==> src/rtl/ix_sched.sv <==
// ix_sched: in-order dual-issue scheduler (scoreboard, in-flight count,
// serialization FSM). Optional perf counters: IX_SCHED_PERF_EN.
module ix_sched #(
   parameter int REG_ABITS = 5,
   parameter int CNT_W     = 4
) (
   input  logic                 clk,
   input  logic                 rst_n,
   input  logic                 pipe_flush,
   input  logic                 dec0_valid,
   input  logic [REG_ABITS-1:0] dec0_rd,
   input  logic [REG_ABITS-1:0] dec0_rs1,
   input  logic [REG_ABITS-1:0] dec0_rs2,
   input  logic                 dec0_rd_en,
   input  logic                 dec0_rs1_en,
   input  logic                 dec0_rs2_en,
   input  logic [1:0]           dec0_unit,
   input  logic                 dec0_serialize,
   input  logic                 dec1_valid,
   input  logic [REG_ABITS-1:0] dec1_rd,
   input  logic [REG_ABITS-1:0] dec1_rs1,
   input  logic [REG_ABITS-1:0] dec1_rs2,
   input  logic                 dec1_rd_en,
   input  logic                 dec1_rs1_en,
   input  logic                 dec1_rs2_en,
   input  logic [1:0]           dec1_unit,
   input  logic                 dec1_serialize,
   output logic                 dec0_ready,
   output logic                 dec1_ready,
   output logic                 ix0_valid,
   input  logic                 ix0_ready,
   output logic                 ix1_valid,
   input  logic                 ix1_ready,
   input  logic                 wb0_valid,
   input  logic [REG_ABITS-1:0] wb0_rd,
   input  logic                 wb0_rd_en,
   input  logic                 wb1_valid,
   input  logic [REG_ABITS-1:0] wb1_rd,
   input  logic                 wb1_rd_en,
   output logic                 sched_busy
`ifdef IX_SCHED_PERF_EN
  ,output logic [31:0]          perf_dual,
   output logic [31:0]          perf_single,
   output logic [31:0]          perf_stall
`endif
);

   localparam int NREG = 1 << REG_ABITS;
   localparam int CW2  = CNT_W + 2;
   localparam logic [CNT_W-1:0] CNT_MAX  = '1;
   localparam logic [CNT_W-1:0] CNT_DUAL = CNT_MAX - CNT_W'(2);
   localparam logic [1:0] U_ALU = 2'd0;
   localparam logic [1:0] U_BR  = 2'd1;

   typedef enum logic {RUN, SOLO} state_t;

   state_t            state, state_nx;
   logic [NREG-1:0]   sb, sb_nx;
   logic [CNT_W-1:0]  cnt, cnt_nx;
   logic [CW2-1:0]    up, dn;
   logic              act, haz0, haz1, dep;
   logic              ok0, ok1, fire0, fire1;

   function automatic logic reg_busy(
      input logic                 en,
      input logic [REG_ABITS-1:0] r,
      input logic [NREG-1:0]      s
   );
      return en && (r != '0) && s[r];
   endfunction

   assign act = rst_n & ~pipe_flush;

   assign haz0 = reg_busy(dec0_rs1_en, dec0_rs1, sb)
               | reg_busy(dec0_rs2_en, dec0_rs2, sb)
               | reg_busy(dec0_rd_en,  dec0_rd,  sb);

   assign haz1 = reg_busy(dec1_rs1_en, dec1_rs1, sb)
               | reg_busy(dec1_rs2_en, dec1_rs2, sb)
               | reg_busy(dec1_rd_en,  dec1_rd,  sb);

   assign dep = dec0_rd_en & (dec0_rd != '0)
              & ((dec1_rs1_en & (dec1_rs1 == dec0_rd))
               | (dec1_rs2_en & (dec1_rs2 == dec0_rd))
               | (dec1_rd_en  & (dec1_rd  == dec0_rd)));

   // Issue decision for both slots; dec1 only pairs behind a firing dec0
   always_comb begin
      ok0 = 1'b0;
      ok1 = 1'b0;
      ok0 = act & dec0_valid & ~haz0
          & (cnt != CNT_MAX)
          & (state == RUN)
          & (~dec0_serialize | (cnt == '0));
      ok1 = ok0 & ix0_ready & dec1_valid & ~haz1
          & (cnt <= CNT_DUAL)
          & ((dec1_unit == U_ALU) | (dec1_unit == U_BR))
          & ~dec0_serialize & ~dec1_serialize
          & (dec0_unit != U_BR)
          & ~dep;
   end

   assign fire0      = ok0 & ix0_ready;
   assign fire1      = ok1 & ix1_ready;
   assign ix0_valid  = ok0;
   assign ix1_valid  = ok1;
   assign dec0_ready = fire0;
   assign dec1_ready = fire1;
   assign sched_busy = act & ((state != RUN) | (cnt != '0));

   // Scoreboard update: completions clear, new issues set (set wins)
   always_comb begin
      sb_nx = sb;
      if (wb0_valid && wb0_rd_en) sb_nx[wb0_rd] = 1'b0;
      if (wb1_valid && wb1_rd_en) sb_nx[wb1_rd] = 1'b0;
      if (fire0 && dec0_rd_en && dec0_rd != '0) sb_nx[dec0_rd] = 1'b1;
      if (fire1 && dec1_rd_en && dec1_rd != '0) sb_nx[dec1_rd] = 1'b1;
   end

   // In-flight count, saturating at zero on stray completions
   always_comb begin
      up     = CW2'(cnt) + CW2'(fire0) + CW2'(fire1);
      dn     = CW2'(wb0_valid) + CW2'(wb1_valid);
      cnt_nx = '0;
      if (up > dn) cnt_nx = CNT_W'(up - dn);
   end

   // Serialization FSM next state: SOLO drains the machine
   always_comb begin
      state_nx = state;
      unique case (state)
         RUN:     if (fire0 && dec0_serialize) state_nx = SOLO;
         SOLO:    if (cnt_nx == '0) state_nx = RUN;
         default: state_nx = RUN;
      endcase
   end

   // Tracking state registers; flush wipes them synchronously
   always_ff @(posedge clk or negedge rst_n) begin
      if (!rst_n) begin
         sb    <= '0;
         cnt   <= '0;
         state <= RUN;
      end else if (pipe_flush) begin
         sb    <= '0;
         cnt   <= '0;
         state <= RUN;
      end else begin
         sb    <= sb_nx;
         cnt   <= cnt_nx;
         state <= state_nx;
      end
   end

`ifdef IX_SCHED_PERF_EN
   // Issue-rate counters, kept across flushes
   always_ff @(posedge clk or negedge rst_n) begin
      if (!rst_n) begin
         perf_dual   <= '0;
         perf_single <= '0;
         perf_stall  <= '0;
      end else begin
         if (fire0 && fire1)      perf_dual   <= perf_dual + 32'd1;
         if (fire0 && !fire1)     perf_single <= perf_single + 32'd1;
         if (dec0_valid && !fire0) perf_stall <= perf_stall + 32'd1;
      end
   end
`endif

endmodule

==> config.mk <==
export PLATFORM = sky130hd
export DESIGN_NAME = ix_sched
export DESIGN_NICKNAME = d
export VERILOG_FILES = /design/src/rtl/ix_sched.sv
export SDC_FILE = /design/constraint.sdc
export NUM_CORES = 1
export LEC_CHECK = 0
export CAP_MARGIN = 20
export CORE_ASPECT_RATIO = 0.75
export CORE_MARGIN = 4
export CORE_UTILIZATION = 51
export CTS_CLUSTER_SIZE = 28
export DETAILED_ROUTE_END_ITERATION = 6
export PLACE_DENSITY_LB_ADDON = 0.08
export SLEW_MARGIN = 20
export SYNTH_ARGS = -nofsm -noshare
export SYNTH_HDL_FRONTEND = slang
export SYNTH_SLANG_ARGS = --single-unit
==> constraint.sdc <==
create_clock -name clk -period 3.7 [get_ports clk]
set_input_delay 0.37 -clock clk [delete_from_list [all_inputs] [get_ports clk]]
set_output_delay 0.37 -clock clk [all_outputs]
set_load 0.02 [all_outputs]
======== Word-level counts from Yosys, hierarchy flattened ========
Cells that the tools add are included.
cells by class
  add/subtract/negate cells ............... 4
  magnitude comparators ................... 14
  equality and inequality tests ........... 6
  multiplexer cells ....................... 31
  bitwise gates (word level) .............. 44
  reduce and logical (&&, ||, !) cells .... 33
operator list
  cell                                                  count
  two-way mux 32 bit                                    5
  bitwise AND 32 bit                                    2
  NOT 32 bit                                            2
  bitwise OR 32 bit                                     2
  < comparator 5 x 6 -> 1 bit (second input constant)   8
  binary-select mux 1 bit (select 5 bit)                6
  nonzero test 5 bit                                    6
  logical AND 1 bit                                     23
  bitwise AND 1 bit                                     22
  demux 1 bit (select 5 bit)                            4
  >= comparator 5 x 1 -> 1 bit (second input constant)  4
  == test 5 bit                                         3
  two-way mux 1 bit                                     13
  bitwise OR 1 bit                                      9
  logical NOT 4 bit                                     2
  two-way mux 4 bit                                     2
  NOT 1 bit                                             7
  adder 5 x 1 -> 6 bit                                  1
  > comparator 6 x 2 -> 1 bit                           1
  adder 4 x 1 -> 5 bit                                  1
  <= comparator 4 bit (second input constant)           1
  inequality test 4 bit (second input constant)         1
  nonzero test 4 bit                                    1
  subtractor 4 x 2 -> 4 bit                             1
  5 further kinds                                       5
storage, ports and cells
  flip-flop bits (word level) ............. 37
  input port bits ......................... 63
  output and inout port bits .............. 5

======== Depth between registers and ports, before layout ========
  word-level depth ........................ 27
  gate-level depth with buffers ........... 22

======== Least setup slack after synthesis ========
No wires, ideal clock.
  kind .................................... input port to flip-flop
  start ................................... input dec0_rs1[1]
  end ..................................... register state
  data arrival time ....................... 4,490 ps
  required time ........................... 3,578 ps
  slack ................................... -912 ps
  stages on the path ...................... 20
  cell sequence ........................... buf_2 > mux4_2 > mux2_2 > o311ai_1 > a211oi_1 > nor4b_4 > nand2_2 > clkinv_2 > nand3_4 > buf_6 > nor2_1 > fa_1 > ha_1 > ha_1 > nor2b_1 > nor3_1 > xnor2_1 > nor2_1 > nor3_1 > nor2_1
between the ends
  word-level cells in the longest chain between the ends .. 27
  elaborated cells on any way between the ends .. 33
RTL lines
  what                                                                                 line  text
  start: declaration                                                                   12    input logic [REG_ABITS-1:0] dec0_rs1,
  binary-select mux 1 bit (select 5 bit) / nonzero test 5 bit (equally long branches)  69    return en && (r != '0) && s[r];
  two-way mux 1 bit (implied by the code) / logical AND 1 bit (equally long branches)  69
  logical AND 1 bit *                                                                  69
  bitwise OR 1 bit *                                                                   75    | reg_busy(dec0_rs2_en, dec0_rs2, sb)
  bitwise OR 1 bit *                                                                   76    | reg_busy(dec0_rd_en, dec0_rd, sb);
  NOT 1 bit *                                                                          91    ok0 = act & dec0_valid & ~haz0
  bitwise AND 1 bit *                                                                  91
  bitwise AND 1 bit *                                                                  92    & (cnt != CNT_MAX)
  [... 2 more ...]                                                                     --
  named net ix0_valid                                                                  30    output logic ix0_valid,
  [... 10 more ...]                                                                    --
  named net dec1_ready                                                                 29    output logic dec1_ready,
  adder 5 x 1 -> 6 bit *                                                               122   up = CW2'(cnt) + CW2'(fire0) + CW2'(fire1);
  > comparator 6 x 2 -> 1 bit / subtractor 4 x 2 -> 4 bit (equally long branches)      125   if (up > dn) cnt_nx = CNT_W'(up - dn);
  two-way mux 4 bit *                                                                  125
  logical NOT 4 bit *                                                                  133   SOLO: if (cnt_nx == '0) state_nx = RUN;
  two-way mux 1 bit *                                                                  133
  one-hot mux 1 bit (2 select lines) *                                                 131   unique case (state)
  two-way mux 1 bit *                                                                  144   end else if (pipe_flush) begin
  end signal: assignment                                                               151   state <= state_nx;
  end: declaration                                                                     57    state_t state, state_nx;
Mark *: on every way through the listed nets, which the timed path passes. The rest lies on a longest branch. The select of a mux whose other input is x is not followed.

======== Final worst setup path ========
  start ................................... register sb[12]
  end ..................................... register state
between the ends
  word-level cells in the longest chain between the ends .. 27
  elaborated cells on any way between the ends .. 49
RTL lines
  what                                                                             line  text
  start: declaration                                                               58    logic [NREG-1:0] sb, sb_nx;
  start signal: assignment                                                         149   sb <= sb_nx;
  binary-select mux 1 bit (select 5 bit)                                           69
  two-way mux 1 bit (implied by the code)                                          69
  logical AND 1 bit                                                                69
  bitwise OR 1 bit                                                                 75
  bitwise OR 1 bit                                                                 76
  NOT 1 bit                                                                        91
  bitwise AND 1 bit                                                                91
  bitwise AND 1 bit                                                                92
  [... 11 more ...]                                                                --
  bitwise AND 1 bit                                                                104   assign fire1 = ok1 & ix1_ready;
  adder 5 x 1 -> 6 bit                                                             122
  > comparator 6 x 2 -> 1 bit / subtractor 4 x 2 -> 4 bit (equally long branches)  125
  two-way mux 4 bit                                                                125
  logical NOT 4 bit                                                                133
  two-way mux 1 bit                                                                133
  one-hot mux 1 bit (2 select lines) *                                             131
  two-way mux 1 bit *                                                              144
Mark *: on every way between the ends. The rest lies on a longest branch, timed or not. The select of a mux whose other input is x is not followed.

==> reports/results.ini <==
[power_and_ir_drop]
p_leak_nw = 2.77
p_per_area_nw_per_um2 = 242
internal_power_mw = 1.11
p_clk_share_pct = 30.0
switching_share_pct = 33.4
ir_drop_mv = 0.262
power.switching_mw = 0.558
power_frac_comb_pct = 43.2
p_seq_share_pct = 26.8
power_mw = 1.67

[synth]
ys_top_cells_by_area = dfrtp_1, mux4_2, mux2i_1, nor3b_1, a31oi_1
seq_area_frac_synth_pct = 19.7
synth_area_um2 = 4690
synth_edf_count = 0
syn_inst = 525
yosys.cell_types.count = 59
synth_top_area_share_pct = 19.7
yosysTopAreaCell = dfrtp_1
yosys_warnings = 0
syn_area_per_cell_um2 = 8.94
ys_ff_latch = 37
postSynth.asyncResetShare_pct = 100
synth_flop_cell = dfrtp_1
syn_nets = 594

[timing]
finalSetupViolations = 5
max_freq_mhz = 244
holdWs_ns = 0.157
period_needed_ns = 4.09
fin_skew_ns = 0.00261
relSlewSlack_pct = 38.0
timing.final.ws_setup_ns = -0.393
slew_viol_final = 0
min_period_over_period_pct = 111
tns_ns = -1.56
hold_violations = 0
rsz0062_at_grt = true
worst_pin_slew_ns = 0.927

[clock_tree]
clock_latency_ns = 0.29
cts_sinks = 37
root_buffer = clkbuf_16
cts_tree = done
clock_path_buffers = 2
htreeDepth = 2
clk_pin_slew_ns = 0.06
cts-buffers-inserted = 5

[setup_path]
rr_endpoint = state
end_kind = flip-flop
r2r_cells = 20
critical_path_required_ns = 3.92
startpoint = sb[12]
crit_path_max_fanout = 3
rrSetupSlack_ns = -0.39
r2r-start = sb[12]
crit_type = reg2reg
worst_ep_arrival_time_ns = 4.31
crit_path_start_kind = flip-flop
setup.worst_path.end = state

[floorplan]
io_pins = 68
die_height_um = 91.1
die_area_um2 = 10800
rows = 30
die_w_um = 119
initial_core_util_pct = 52.1
design.core.area_um2 = 9010

[global_routing]
grt_overflow = 0
grt_pass1_vias = 5558
busiest_layer = met2
gr-usage-met1_pct = 52.1
grtUsageMet3_pct = 12.9
gr-usage-met2_pct = 55.1
grt_max_degree = 47
grt_pass1_wl_um = 31700
antenna_found_initial = 0
grt_usage_pct = 37.8

[route]
first_pass_iters = 7
routed_wl_um = 20700
drc_errors = 0
avgViaCountPerCell = 7.06
post_drt_wl_per_cell_um = 24.9
vias = 5863
drtIter0Drc = 1003
ant_nets = 0

[status]
status = complete, but fails checks
violations = setup timing

[final_layout]
mostFrequentLayoutCells = buf_4, clkdlybuf4s50_1, nand2_1
drive_above_1_share_pct = 35.2
fin_util_pct = 76.7
mostFrequentLayoutCell = buf_4
design_area_um2 = 6910
nFillCells = 631
area_growth_pct = 47.1
n_antenna_cell = 0
fin_cells = 831
final_nets = 787

[place]
gp_congestion = 1.01
port_buffers = 66
pre_cts_ws_ns = -0.885
post_dp_cell_area_um2 = 6540
hpwl_um = 15900
dp_cells = 814

[min_path]
min_path_type = in2async

[flow_run]
drv_cap = 0

[kinds of logic (layout without fill, tap and decap cells)]
| family | count (synthesis) | count (layout) | share of synthesized area, % |
|---|---|---|---|
| buffers and inverters | 51 | 245 | 5.09 |
| adder cells (fa/ha/maj) | 6 | 6 | 1.92 |
| XOR/XNOR | 19 | 19 | 3.54 |
| multiplexers | 74 | 74 | 25.3 |
| AND/OR/NAND/NOR | 202 | 202 | 24.4 |
| flip-flops | 37 | 37 | 19.7 |
| AO/OA/AOI/OAI | 136 | 136 | 20.0 |
[Yosys cell counts (7+ instances only)]
| cell | instances |
|---|---|
| nor3b_1 | 37 |
| nor2b_1 | 8 |
| mux4_2 | 35 |
| mux2i_1 | 31 |
| o22ai_1 | 35 |
| nand2b_1 | 11 |
| buf_2 | 10 |
| a31oi_1 | 37 |
| clkbuf_1 | 20 |
| dfrtp_1 | 37 |
| nand3_1 | 16 |
| nor3_1 | 15 |
| o41ai_1 | 17 |
| inv_1 | 9 |
| mux2_2 | 7 |
| nand2_1 | 45 |
| or3_1 | 7 |
| nor2_1 | 30 |
| xor2_1 | 13 |
| o21ai_1 | 16 |
[state kept, by name, indices dropped and copies added (netlist names)]
name	cells
cnt	4
sb	32
state	1
[worst min path at each step]
| stage | from | endpoint | slack (ns) |
|---|---|---|---|
| floorplan | rst_n | cnt[0] | 0.07 |
| global placement | rst_n | cnt[1] | 0.46 |
| detailed placement | rst_n | cnt[3] | 0.48 |
| CTS | rst_n | sb[1] | 0.18 |
| global route | rst_n | cnt[3] | 0.20 |
| finish | rst_n | cnt[3] | 0.16 |
[power by group through the flow]
| stage | logic [mW] | registers, mW | clock network, mW |
|---|---|---|---|
| 2_1_floorplan | 0.328 | 0.455 | 0 |
| 3_3_place_gp | 0.605 | 0.453 | 0 |
| 3_5_place_dp | 0.625 | 0.455 | 0 |
| 4_1_cts | 0.666 | 0.448 | 0.505 |
| 5_1_grt | 0.772 | 0.452 | 0.519 |
| 6_report | 0.722 | 0.449 | 0.501 |
[final cells by class]
cell class                      count  area (µm²)  area share (%)
Sequential cell                    37         932            13.5
Clock inverter                      1        30.0           0.435
Clock buffer                        7         143            2.07
Timing Repair Buffer              226        1910            27.7
Inverter                           11        46.3           0.670
Multi-Input combinational cell    437        3700            53.6
Tap cell                          112         140            2.03
[routing by layer]
layer	routed length, µm	part of all wire, %
met1	7890	38
met2	8490	41
met3	3180	15
met4	1090	5.3
met5	0	0
[worst max-delay path, cell delays in order (launching register included)]
cell and delay [ns]:
dfrtp_1 0.43, buf_6 0.15, mux4_2 0.44, nor3b_2 0.16, o211ai_1 0.31, nand4_1 0.22
nor4b_4 0.33, nand2_2 0.12, clkinv_4 0.08, nand3_4 0.07, nor2_4 0.14, fa_2 0.27
ha_4 0.16, inv_2 0.04, fa_2 0.41, a21oi_2 0.13, nor2_1 0.06, a21o_1 0.20
a31oi_2 0.18, nor3_2 0.06, nor2_1 0.08
[what timing repair did]
action | in CTS | in global routing
resized for setup | 27 | 16
setup buffers | 6 | 3
setup endpoints to repair | 8 | 6
hold buffers | 0 | 0
pin swaps | 16 | 13
cloned | 0 | 0
No activity file was read; power rests on OpenSTA's default activity.
